[src/rtl/order_match_engine_pkg.sv]
// Shared command/state encodings and order-word helpers for the matching stage.
package order_match_engine_pkg;

  typedef enum logic [1:0] {
    CMD_NOP    = 2'd0,
    CMD_PUSH   = 2'd1,
    CMD_POP    = 2'd2,
    CMD_UPDATE = 2'd3
  } cmd_e;

  typedef enum logic [1:0] {
    S_IDLE     = 2'd0,
    S_EVAL     = 2'd1,
    S_OPP_WAIT = 2'd2,
    S_OWN_WAIT = 2'd3
  } state_e;

  localparam logic SIDE_BID = 1'b1;
  localparam logic SIDE_ASK = 1'b0;

  function automatic logic [15:0] price_of(input logic [31:0] w);
    return w[31:16];
  endfunction

  function automatic logic [15:0] qty_of(input logic [31:0] w);
    return w[15:0];
  endfunction

  function automatic logic [31:0] mk_order(input logic [15:0] p, input logic [15:0] q);
    return {p, q};
  endfunction

endpackage

[src/rtl/order_match_engine.sv]
// Aggressor matcher: fills one order against the opposite heap root, then pushes the residual.
// cmd/trade/drop registered 2 cycles after accept; in_ready low while an order is in flight, trade/drop unthrottled.
module order_match_engine
  import order_match_engine_pkg::*;
#(
  parameter int WDOG_CYCLES = 4096
) (
  input  logic        clk,
  input  logic        rst_n,
  input  logic        in_valid,
  output logic        in_ready,
  input  logic        in_side,
  input  logic [31:0] in_order,
  output logic [1:0]  bid_cmd,
  output logic [1:0]  ask_cmd,
  output logic [31:0] bid_data,
  output logic [31:0] ask_data,
  input  logic [31:0] bid_root,
  input  logic [31:0] ask_root,
  input  logic        bid_full,
  input  logic        bid_empty,
  input  logic        bid_done,
  input  logic        ask_full,
  input  logic        ask_empty,
  input  logic        ask_done,
  output logic        trade_valid,
  output logic [15:0] trade_price,
  output logic [15:0] trade_qty,
  output logic        trade_side,
  output logic        drop_valid,
  output logic        err_timeout,
  output logic [31:0] trade_count
);

  state_e      state, state_nxt;
  logic        side;
  logic [15:0] price, rem, rem_nxt;
  logic [31:0] wdog;

  logic [31:0] opp_root;
  logic [15:0] root_price, root_qty, fill_qty;
  logic        opp_empty, opp_done, own_full, own_done, crosses, waiting, timeout;

  cmd_e        cmd_val;
  logic [31:0] cmd_data;
  logic        cmd_to_bid, fire_trade, fire_drop;

  assign in_ready = (state == S_IDLE);

  always_comb begin
    opp_root   = side ? ask_root  : bid_root;
    opp_empty  = side ? ask_empty : bid_empty;
    opp_done   = side ? ask_done  : bid_done;
    own_full   = side ? bid_full  : ask_full;
    own_done   = side ? bid_done  : ask_done;
    root_price = price_of(opp_root);
    root_qty   = qty_of(opp_root);
    fill_qty   = (root_qty < rem) ? root_qty : rem;
    // equal prices cross from either side
    crosses    = !opp_empty && (side ? (price >= root_price) : (price <= root_price));
    waiting    = (state == S_OPP_WAIT) || (state == S_OWN_WAIT);
    timeout    = waiting && !((state == S_OPP_WAIT) ? opp_done : own_done)
                 && (wdog == 32'(WDOG_CYCLES - 1));
  end

  always_ff @(posedge clk or negedge rst_n) begin
    if (!rst_n) state <= S_IDLE;
    else        state <= state_nxt;
  end

  always_comb begin
    state_nxt = state;
    case (state)
      S_IDLE:     if (in_valid) state_nxt = S_EVAL;
      S_EVAL: begin
        if (rem == 16'd0)   state_nxt = S_IDLE;
        else if (crosses)   state_nxt = S_OPP_WAIT;
        else if (!own_full) state_nxt = S_OWN_WAIT;
        else                state_nxt = S_IDLE;
      end
      S_OPP_WAIT: begin
        if (opp_done)     state_nxt = (rem != 16'd0) ? S_EVAL : S_IDLE;
        else if (timeout) state_nxt = S_IDLE;
      end
      S_OWN_WAIT: if (own_done || timeout) state_nxt = S_IDLE;
      default:    state_nxt = S_IDLE;
    endcase
  end

  always_comb begin
    cmd_val    = CMD_NOP;
    cmd_data   = '0;
    cmd_to_bid = side;
    fire_trade = 1'b0;
    fire_drop  = 1'b0;
    rem_nxt    = rem;
    case (state)
      S_IDLE: if (in_valid) rem_nxt = qty_of(in_order);
      S_EVAL: begin
        if (rem == 16'd0) begin
          fire_drop = 1'b1;
        end else if (crosses) begin
          fire_trade = 1'b1;
          cmd_to_bid = !side;
          if (root_qty > rem) begin
            cmd_val  = CMD_UPDATE;
            cmd_data = mk_order(root_price, root_qty - rem);
            rem_nxt  = '0;
          end else begin
            cmd_val  = CMD_POP;
            cmd_data = opp_root;
            rem_nxt  = rem - root_qty;
          end
        end else if (!own_full) begin
          cmd_val  = CMD_PUSH;
          cmd_data = mk_order(price, rem);
        end else begin
          fire_drop = 1'b1;
        end
      end
      default: ;
    endcase
  end

  always_ff @(posedge clk or negedge rst_n) begin
    if (!rst_n) begin
      side        <= SIDE_ASK;
      price       <= '0;
      rem         <= '0;
      wdog        <= '0;
      bid_cmd     <= CMD_NOP;
      ask_cmd     <= CMD_NOP;
      bid_data    <= '0;
      ask_data    <= '0;
      trade_valid <= 1'b0;
      trade_price <= '0;
      trade_qty   <= '0;
      trade_side  <= 1'b0;
      drop_valid  <= 1'b0;
      err_timeout <= 1'b0;
      trade_count <= '0;
    end else begin
      rem         <= rem_nxt;
      wdog        <= waiting ? wdog + 32'd1 : '0;
      bid_cmd     <= CMD_NOP;
      ask_cmd     <= CMD_NOP;
      trade_valid <= fire_trade;
      drop_valid  <= fire_drop;
      if (in_valid && in_ready) begin
        side  <= in_side;
        price <= price_of(in_order);
      end
      // data holds between commands; only the target heap sees a one-cycle cmd
      if (cmd_val != CMD_NOP) begin
        if (cmd_to_bid) begin
          bid_cmd  <= cmd_val;
          bid_data <= cmd_data;
        end else begin
          ask_cmd  <= cmd_val;
          ask_data <= cmd_data;
        end
      end
      if (fire_trade) begin
        trade_price <= root_price;
        trade_qty   <= fill_qty;
        trade_side  <= side;
        trade_count <= trade_count + 32'd1;
      end
      if (timeout) err_timeout <= 1'b1;
    end
  end

endmodule
[config.mk]
export PLATFORM = sky130hd
export DESIGN_NAME = order_match_engine
export DESIGN_NICKNAME = d
export VERILOG_FILES = /design/src/rtl/order_match_engine_pkg.sv /design/src/rtl/order_match_engine.sv
export SDC_FILE = /design/constraint.sdc
export NUM_CORES = 1
export LEC_CHECK = 0
export BUFFER_PORTS_ARGS = -buffer_cell sky130_fd_sc_hd__buf_2
export CORE_MARGIN = 1.5
export CORE_UTILIZATION = 38
export CTS_BUF_LIST = sky130_fd_sc_hd__clkbuf_8
export DETAILED_ROUTE_END_ITERATION = 10
export SLEW_MARGIN = 40
export SYNTH_ARGS = -nofsm -noshare
export SYNTH_HDL_FRONTEND = slang
export SYNTH_SLANG_ARGS = --single-unit
[constraint.sdc]
create_clock -name clk -period 4.4 [get_ports clk]
set_input_delay 0.66 -clock clk [delete_from_list [all_inputs] [get_ports clk]]
set_output_delay 0.66 -clock clk [all_outputs]
set_load 0.01 [all_outputs]
==> flow_summary.json, run 1 <==
{
  "outcome": "finished clean",
  "synth_adder_area_share": 0.0558,
  "synth_flop_cell": "dfrtp_1",
  "synth_top_family_by_area": "simple AND/OR/NAND/NOR gates",
  "post-place-ws_ns": 0.315,
  "finalPower_mw": 11.3,
  "yosysUniqueCellTypes": 73,
  "dieArea_um2": 31900,
  "hp-class": "input port to register",
  "clkPwrFrac": 0.168,
  "dp_cells": 1860,
  "wl_per_cell_um": 19.5,
  "seqCellArea_um2": 5080,
  "yosysMostFrequentCell": "dfrtp_1",
  "ys_warn_count": 0,
  "fin_ws_ns": 0.169,
  "crit_buf_inv": 2,
  "root_buffer": "clkbuf_8",
  "dr_wl_met3_mm": 2.53,
  "synth_top_area_share": 0.434,
  "worst_ep_required_time_ns": 4.88,
  "syn2layout_area_growth_pct": 21.5,
  "gr-total-overflow": 0,
  "p_switching_mw": 5.37,
  "cpLargestDelayFamily": "compound AO/OA/AOI/OAI gates",
  "coreArea_um2": 30400,
  "dp_hpwl_mm": 27.7,
  "final_antenna_net_count": 0,
  "drt-total-wl_mm": 37.7,
  "postSynthCellCount": 1259,
  "numCtsBuffers": 37,
  "syn_nets": 1416,
  "die_w_um": 179,
  "critPathMaxStageDelay_ns": 0.68,
  "cts_sinks": 203,
  "hold_viol": 0,
  "first_global_vias": 10300,
  "critPathKind": "register to register",
  "rsz0062_at_grt": "no",
  "utilization": 0.468,
  "startpoint_type": "register",
  "ys_seq_area_frac": 0.434,
  "max_cap_viol_count": 0,
  "cpMaxStageDelayCell": "dfrtp_2",
  "critPathMaxFanout": 16,
  "netSwitchingFraction": 0.476,
  "cts_htree_levels": 2,
  "initial_utilization": 0.385,
  "p_comb_frac": 0.558,
  "end_kind": "register",
  "cts.reportedPaths.clkPinSlew_ns": 0.06,
  "grt_util_all_layers": 0.233,
  "synth_common_cells": "203 x dfrtp_1, 157 x nand2_1, 99 x o21ai_0",
  "drive_gt1_frac": 0.251,
  "fillers": 2979,
  "io_buffers": 242,
  "avgSynthCellArea_um2": 9.30,
  "tns_ns": 0,
  "synth_compound_area_frac": 0.160,
  "place_area_um2": 13400,
  "layout.cells.non_filler": 1931,
  "post-route-min-period_ns": 4.23,
  "die_h_um": 179,
  "viasPerCell": 5.49,
  "synthXorXnorAreaFrac": 0.0606,
  "synth_edf_count": 0,
  "whs_ns": 0.312,
  "ys_top_cells_by_area": "dfrtp_1 43%, ha_1 5.2%, nand2_1 5.0%",
  "grt_pass1_wl_mm": 57.5,
  "finalClockSkew_ns": 0.0213,
  "synth-seq-cells": 203,
  "dr.pass1.iters": 5,
  "grt_max_degree": 107,
  "async_flop_share": 1.00,
  "clockBufferDepth": 3,
  "antenna_found_initial": 3,
  "maxUsedRoutingLayer": "met4",
  "synth_area_um2": 11700,
  "p_int_mw": 5.92,
  "slew_violations": 0,
  "io_pins": 243,
  "multi_input_area_um2": 6110,
  "finalInstanceArea_um2": 14200,
  "yosysTopAreaCell": "dfrtp_1",
  "rows": 64,
  "crit_arrival_ns": 4.71,
  "wl_met2_mm": 17.7,
  "drtIter0Drc": 805,
  "p_leak_nw": 6.71,
  "powerDensity_nw_per_um2": 793,
  "setup_violations": 0,
  "wirelength_met1_mm": 16.2,
  "worst_pin_slew_ns": 0.800,
  "globalplace.congestion": 0.919,
  "muxShareOfSynthArea": 0.0618,
  "cts_tree": "yes",
  "route.detailed.drc": 0,
  "fin_crit_sh": 0.962,
  "finalNetCount": 1662,
  "ir_drop_mv": 0.341,
  "pwr-share-seq": 0.274,
  "maxSlewHeadroom": 0.465,
  "crit_chain": "buf_4, mux2i_1, ha_1, inv_1, fa_1, a21oi_1, nand4b_1, nand3_1, a21bo_1, a21oi_2, nor3b_1, o22a_1",
  "synth-simple-area-share": 0.183,
  "insertion_delay_ns": 0.54,
  "vias": 10600,
  "fmax_ghz": 0.236
}
==> placed cells by master (no fill, tap or decap), drive strengths merged, types with 49 or more instances in the layout <==
cell,netlist,layout
a21oi,65,65
buf,31,280
clkbuf,43,50
dfrtp,203,203
ha,49,49
inv,47,59
nand2,157,157
nand3,49,49
nor2,62,62
nor3,50,50
o21ai,100,100
==> worst min-delay path, delay by kind of cell <==
kind,cells,cell delay [ns]
and+or+nand+nor,2,0.09
buffers and inverters,1,0.07
==> flip-flops by register name (all words and copies together), names as in the netlist <==
name	cells
trade_valid	1
trade_qty	16
err_timeout	1
state	2
trade_price	16
wdog	32
ask_data	32
bid_data	32
ask_cmd	2
price	16
side	1
drop_valid	1
trade_count	32
rem	16
bid_cmd	2
trade_side	1
==> worst paths after layout <==
kind,slack [ns],from,endpoint,depth (start not counted)
worst max-delay path,0.17,side$_DFFE_PN0P_,rem[15]$_DFFE_PN0P_,12
worst min-delay path,0.31,in_order[28],price[12]$_DFFE_PN0P_,3
worst max register to register,0.17,side$_DFFE_PN0P_,rem[15]$_DFFE_PN0P_,12
worst min register to register,0.47,trade_side$_DFFE_PN0P_,trade_side$_DFFE_PN0P_,1
max in group asynchronous,3.01,rst_n,wdog[27]$_DFF_PN0_,3
min in group asynchronous,0.55,rst_n,price[5]$_DFFE_PN0P_,2
==> power groups by stage <==
stage / combinational (mW) / clock (mW) / sequential (mW)
after floorplan: 3.95 / 0 / 3.11
after global placement: 6.18 / 0 / 3.10
after detailed placement: 6.23 / 0 / 3.11
after CTS: 6.25 / 1.93 / 3.08
after global routing: 6.91 / 2.01 / 3.16
final: 6.30 / 1.89 / 3.09
==> metal layers <==
layer / GRT usage / vias up
li1: - / 5005
met1: 0.310 / 5124
met2: 0.376 / 394
met3: 0.0373 / 76
met4: 0.0948 / 0
met5: 0 / -
==> kinds of logic (layout without fill, tap and decap cells) <==
family                   count (synthesis)  count (layout)
AO/OA/AOI/OAI                          304             304
XOR/XNOR                                81              81
adder cells (fa/ha/maj)                 51              51
buffers and inverters                  122             395
flip-flops                             203             203
multiplexers                            68              68
other                                    0               3
AND/OR/NAND/NOR                        430             430
==> final cells by class <==
cell class                      count  share of cell area
Clock inverter                     16             0.00721
Clock buffer                       50              0.0483
Multi-Input combinational cell    934               0.429
Sequential cell                   203               0.357
Timing Repair Buffer              281               0.111
Antenna cell                        3            0.000527
Tap cell                          396              0.0348
Inverter                           48              0.0127
==> timing repair <==
action,4_1_cts,5_1_grt
resized for setup,0,0
hold endpoints to repair,0,20
hold buffers,0,1
setup buffers,0,0
Power figures use the tool's default switching activity.
==> inputs of run 2 (changes only) <==
--- a/config.mk
+++ b/config.mk
@@ -5,7 +5,7 @@
 export SDC_FILE = /design/constraint.sdc
 export NUM_CORES = 1
 export LEC_CHECK = 0
-export BUFFER_PORTS_ARGS = -buffer_cell sky130_fd_sc_hd__buf_2
+export BUFFER_PORTS_ARGS = -buffer_cell sky130_fd_sc_hd__clkbuf_2
 export CORE_MARGIN = 1.5
 export CORE_UTILIZATION = 38
 export CTS_BUF_LIST = sky130_fd_sc_hd__clkbuf_8
==> run 2 against run 1 <==
  * Clock-buffer cell count shrank 1
  * Sequential share of layout area is 0.14 points lower
  * Core utilization increased by 0.18 points
  * Largest power group unchanged
  * First-iteration DRC count increased by 16%
  * Sequential power hardly changed
  * Power is 1.2% higher
  * Combinational power up 0.6%
  * Clock power increased by 5%
  * Cell area up 0.39%
==> flow_summary.json, run 2 (synthesis results as in run 1) <==
{
  "cts_resized": 0,
  "dp_hpwl_mm": 28.4,
  "drt-total-wl_mm": 38.3,
  "max_cap_viol_count": 0,
  "viasPerCell": 5.53,
  "critPathMaxFanout": 16,
  "die_h_um": 179,
  "io_buffers": 242,
  "root_buffer": "clkbuf_8",
  "cp-startpoint": "side$_DFFE_PN0P_",
  "maxSlewHeadroom": 0.483,
  "cts_sinks": 203,
  "initial_utilization": 0.385,
  "coreArea_um2": 30400,
  "dr.pass1.iters": 5,
  "clockBufferDepth": 3,
  "dieArea_um2": 31900,
  "fin_crit_sh": 0.954,
  "worst_pin_slew_ns": 0.774,
  "final_antenna_net_count": 0,
  "startpoint_type": "register",
  "worst_ep_required_time_ns": 4.83,
  "grt_max_degree": 117,
  "ir_drop_mv": 0.410,
  "slew_violations": 0,
  "syn2layout_area_growth_pct": 22.0,
  "outcome": "finished clean",
  "finalClockSkew_ns": 0.0357,
  "wl_per_cell_um": 19.8,
  "die_w_um": 179,
  "final_cell_mix": "241 x clkbuf_2, 202 x dfrtp_1, 157 x nand2_1",
  "reg2reg_slack_ns": 0.20,
  "tns_ns": 0,
  "grt_pass1_wl_mm": 57.9,
  "end_kind": "register",
  "fmax_ghz": 0.238,
  "place_area_um2": 13500,
  "critPathCapture": "rem[8]$_DFFE_PN0P_",
  "cts_tree": "yes",
  "reg2reg_depth": 12,
  "finalInstanceArea_um2": 14300,
  "insertion_delay_ns": 0.54,
  "whs_ns": 0.0834,
  "cts_hold_buf": 0,
  "antenna_found_initial": 3,
  "globalplace.congestion": 0.953,
  "first_global_vias": 10300,
  "p_leak_nw": 6.72,
  "route.detailed.drc": 0,
  "crit_arrival_ns": 4.63,
  "gr-total-overflow": 0,
  "finalNetCount": 1666,
  "cts.reportedPaths.clkPinSlew_ns": 0.06,
  "drive_gt1_frac": 0.256,
  "setup_violations": 0,
  "post-route-min-period_ns": 4.20,
  "hold_viol": 0,
  "timing.rr.start": "side$_DFFE_PN0P_",
  "r2r_end": "rem[8]$_DFFE_PN0P_",
  "grt_util_all_layers": 0.235,
  "cts_setup_buffers": 0,
  "drtIter0Drc": 936,
  "numCtsBuffers": 36,
  "final_common_cell": "clkbuf_2",
  "hp-class": "input port to asynchronous set/reset pin",
  "critPathKind": "register to register",
  "cts_htree_levels": 2,
  "rsz0062_at_grt": "no",
  "vias": 10700,
  "io_pins": 243,
  "rows": 64,
  "powerDensity_nw_per_um2": 799
}
## run 2: cell count changes in the layout (fill, tap and decap cells not counted), moves of 2 or more
cell | before | now
buf_2 | 241 | 0
clkbuf_2 | 0 | 241
buf_4 | 34 | 42
inv_1 | 57 | 54
bufinv_16 | 1 | 3
clkinvlp_4 | 1 | 3
inv_6 | 2 | 0
## run 2: report_power, final
part	internal [mW]	switching (mW)
Clock	1.17	0.806
Combinational	2.36	3.98
Sequential	2.50	0.605
## run 2: metal layers
layer / track usage / share of wire / routed length, um / vias to the layer above
li1: - / - / - / 5017
met1: 0.318 / 0.43 / 16300 / 5135
met2: 0.371 / 0.46 / 17700 / 436
met3: 0.0416 / 0.073 / 2810 / 99
met4: 0.0965 / 0.036 / 1380 / 0
met5: 0 / 0 / 0 / -
## run 2: how the worst min path moves through the flow
stage | endpoint | slack [ns]
after floorplan | ask_cmd[0]$_DFF_PN0_ | 0.36
after global placement | trade_count[31]$_DFFE_PN0P_ | 0.46
after detailed placement | trade_price[8]$_DFFE_PN0P_ | 0.47
after CTS | price[5]$_DFFE_PN0P_ | 0.13
after global routing | bid_data[20]$_DFFE_PN0P_ | 0.11
final | trade_price[10]$_DFFE_PN0P_ | 0.08
## run 2: cell type report
| cell class | instances | area, um2 |
|---|---|---|
| flip-flops and latches | 203 | 5080 |
| multi-input cells | 934 | 6120 |
| clock inverters | 15 | 149 |
| well taps | 396 | 495 |
| inverters | 48 | 180 |
| repair buffers | 286 | 1590 |
| diodes | 3 | 7.51 |
| clock buffers | 49 | 674 |
| fillers | 2991 | 16100 |
## run 2: per-stage QoR
stage / power, mW / std cells / utilization / setup slack (ns)
floorplan: 7.06 / 1259 / - / 0.863
global placement: 9.35 / 1867 / 0.442 / 0.438
finish: 11.4 / 1934 / 0.470 / 0.203
global route: 12.2 / 1934 / 0.470 / 0.0847
CTS: 11.4 / 1931 / 0.469 / 0.309
detailed placement: 9.38 / 1867 / 0.442 / 0.334
## run 2: worst max-delay path, stage by stage (launching register included)
cell	delay [ns]
dfrtp_2	0.70
buf_4	0.29
buf_4	0.16
mux2i_1	0.52
inv_1	0.17
fa_1	0.46
a21oi_1	0.19
nand4b_1	0.23
nand3_1	0.16
a21bo_1	0.34
a21oi_2	0.46
a22oi_1	0.24
a21oi_1	0.20
==> inputs of run 3 (changes only) <==
--- a/config.mk
+++ b/config.mk
@@ -6,6 +6,8 @@
 export NUM_CORES = 1
 export LEC_CHECK = 0
 export BUFFER_PORTS_ARGS = -buffer_cell sky130_fd_sc_hd__clkbuf_2
+export CAP_MARGIN = 30
+export CORE_ASPECT_RATIO = 0.6
 export CORE_MARGIN = 1.5
 export CORE_UTILIZATION = 38
 export CTS_BUF_LIST = sky130_fd_sc_hd__clkbuf_8
==> run 3 against run 2 <==
  * Clock-buffer cell count is 8 lower
  * Global-route usage rose by 1.7 points
  * First-iteration DRC count is 15% higher
  * Register-to-register slack better by 0.05 ns
==> flow_summary.json, run 3 (synthesis results as in run 1) <==
{
  "outcome": "finished clean",
  "dp_cells": 1900,
  "ir_drop_mv": 0.388,
  "worst_ep_required_time_ns": 4.85,
  "pwr-share-seq": 0.271,
  "finalNetCount": 1687,
  "fin_crit_sh": 0.943,
  "gr-total-overflow": 0,
  "viasPerCell": 5.56,
  "io_pins": 243,
  "die_h_um": 139,
  "numCtsBuffers": 34,
  "dp_hpwl_mm": 30.6,
  "layout.cells.non_filler": 1960,
  "finalClockSkew_ns": 0.0327,
  "setup_violations": 0,
  "tns_ns": 0,
  "p_comb_frac": 0.588,
  "slew_violations": 0,
  "p_int_mw": 5.86,
  "cts_tree": "yes",
  "insertion_delay_ns": 0.56,
  "p_leak_nw": 6.78,
  "initial_utilization": 0.388,
  "clkPwrFrac": 0.142,
  "hold_viol": 0,
  "hp-class": "input port to register",
  "maxSlewHeadroom": 0.451,
  "critPathMaxFanout": 13,
  "drive_gt1_frac": 0.261,
  "max_cap_viol_count": 0,
  "wl_per_cell_um": 20.6,
  "crit_chain": "mux2i_1, inv_1, fa_1, a21oi_1, nand4b_1, nand3_1, a21bo_1, o21ai_1, buf_4, o21ai_0, o21ai_0",
  "coreArea_um2": 30200,
  "rsz0062_at_grt": "no",
  "r2r_end": "trade_qty[2]$_DFFE_PN0P_",
  "grt_pass1_wl_mm": 62.4,
  "netSwitchingFraction": 0.491,
  "drtIter0Drc": 1077,
  "route.detailed.drc": 0,
  "post-route-min-period_ns": 4.15,
  "antenna_cells": 0,
  "reg2reg_slack_ns": 0.25,
  "crit_arrival_ns": 4.60,
  "critPathKind": "register to register",
  "reg2reg_depth": 11,
  "timing.rr.start": "side$_DFFE_PN0P_",
  "final_antenna_net_count": 0,
  "vias": 10900,
  "antenna_found_initial": 0,
  "cts_setup_buffers": 0,
  "whs_path_depth": 3,
  "cts_sinks": 203,
  "worstHoldEndpoint": "price[7]$_DFFE_PN0P_",
  "fmax_ghz": 0.241,
  "cp_common_cell": "o21ai_0",
  "dieArea_um2": 31900,
  "first_global_vias": 10500,
  "seqCellArea_um2": 5080,
  "root_buffer": "clkbuf_8",
  "final_common_cell": "clkbuf_2",
  "syn2layout_area_growth_pct": 22.3,
  "io_buffers": 242,
  "worstHoldStart": "in_order[23]",
  "powerDensity_nw_per_um2": 804,
  "p_switching_mw": 5.66,
  "dr.pass1.iters": 5,
  "worst_pin_slew_ns": 0.821,
  "clockBufferDepth": 3,
  "cpMaxStageDelayCell": "mux2i_1",
  "grt_max_degree": 101,
  "multi_input_area_um2": 6110,
  "globalplace.congestion": 0.980,
  "cts_htree_levels": 2,
  "drt-total-wl_mm": 40.3,
  "grt_util_all_layers": 0.253,
  "cts.reportedPaths.clkPinSlew_ns": 0.06,
  "fillers": 2962,
  "rows": 49,
  "final_cell_mix": "241 x clkbuf_2, 202 x dfrtp_1, 157 x nand2_1",
  "end_kind": "register",
  "die_w_um": 230,
  "startpoint_type": "register",
  "critPathMaxStageDelay_ns": 0.70
}
-- run 3: power by group through the flow --
| stage | Clock (mW) | Sequential (mW) | Combinational, mW |
|---|---|---|---|
| final | 1.63 | 3.12 | 6.77 |
| after global routing | 1.77 | 3.19 | 7.35 |
| after CTS | 1.68 | 3.10 | 6.62 |
| after detailed placement | 0 | 3.13 | 6.59 |
| after global placement | 0 | 3.11 | 6.56 |
| after floorplan | 0 | 3.11 | 3.95 |
-- run 3: cell type report --
class	instances	share of cell area
Clock buffer	41	0.0394
Timing Repair Buffer	309	0.126
Multi-Input combinational cell	934	0.427
Sequential cell	203	0.355
Tap cell	408	0.0356
Clock inverter	17	0.00550
Inverter	48	0.0126
-- run 3: per-stage QoR --
stage | cell area (um2) | utilization | setup slack [ns] | hold slack [ns] | power [mW]
after floorplan | 11700 | - | 0.863 | 0.364 | 7.06
after global routing | 14300 | 0.475 | 0.0994 | 0.293 | 12.3
after global placement | 13600 | 0.452 | 0.132 | 0.462 | 9.67
after detailed placement | 13600 | 0.452 | 0.271 | 0.470 | 9.72
after CTS | 14300 | 0.474 | 0.227 | 0.215 | 11.4
final | 14300 | 0.475 | 0.250 | 0.301 | 11.5
-- run 3: worst max path at each step --
| stage | start | cells after the start | slack (ns) | endpoint |
|---|---|---|---|---|
| after detailed placement | side$_DFFE_PN0P_ | 11 | 0.27 | rem[13]$_DFFE_PN0P_ |
| after global placement | ask_root[1] | 12 | 0.13 | bid_data[13]$_DFFE_PN0P_ |
| after global routing | side$_DFFE_PN0P_ | 11 | 0.1 | trade_qty[2]$_DFFE_PN0P_ |
| after CTS | side$_DFFE_PN0P_ | 11 | 0.23 | rem[13]$_DFFE_PN0P_ |
| after floorplan | side$_DFFE_PN0P_ | 13 | 0.86 | ask_data[6]$_DFFE_PN0P_ |
| final | side$_DFFE_PN0P_ | 11 | 0.25 | trade_qty[2]$_DFFE_PN0P_ |
-- run 3: per-layer routing --
| layer | vias up | GRT usage | part of all wire |
|---|---|---|---|
| li1 | 5064 | - | - |
| met4 | 0 | 0.0724 | 0.024 |
| met1 | 5256 | 0.387 | 0.48 |
| met5 | - | 0 | 0 |
| met2 | 515 | 0.321 | 0.38 |
| met3 | 65 | 0.0935 | 0.12 |
-- run 3: critical path: cells and delay by family, from the launching register on --
kind	cells	cell delay (ns)
buffers and inverters	2	0.49
and+or+nand+nor	2	0.37
AOI/OAI and AO/OA	5	1.37
DFF	1	0.62
adders and majority gates	1	0.48
muxes	1	0.70
-- run 3: what timing repair did --
item                                   in CTS  in global routing
setup endpoints to repair                   0                  2
endpoints found under the hold margin       0                 33
resized for setup                           0                  1
hold buffers                                0                  1
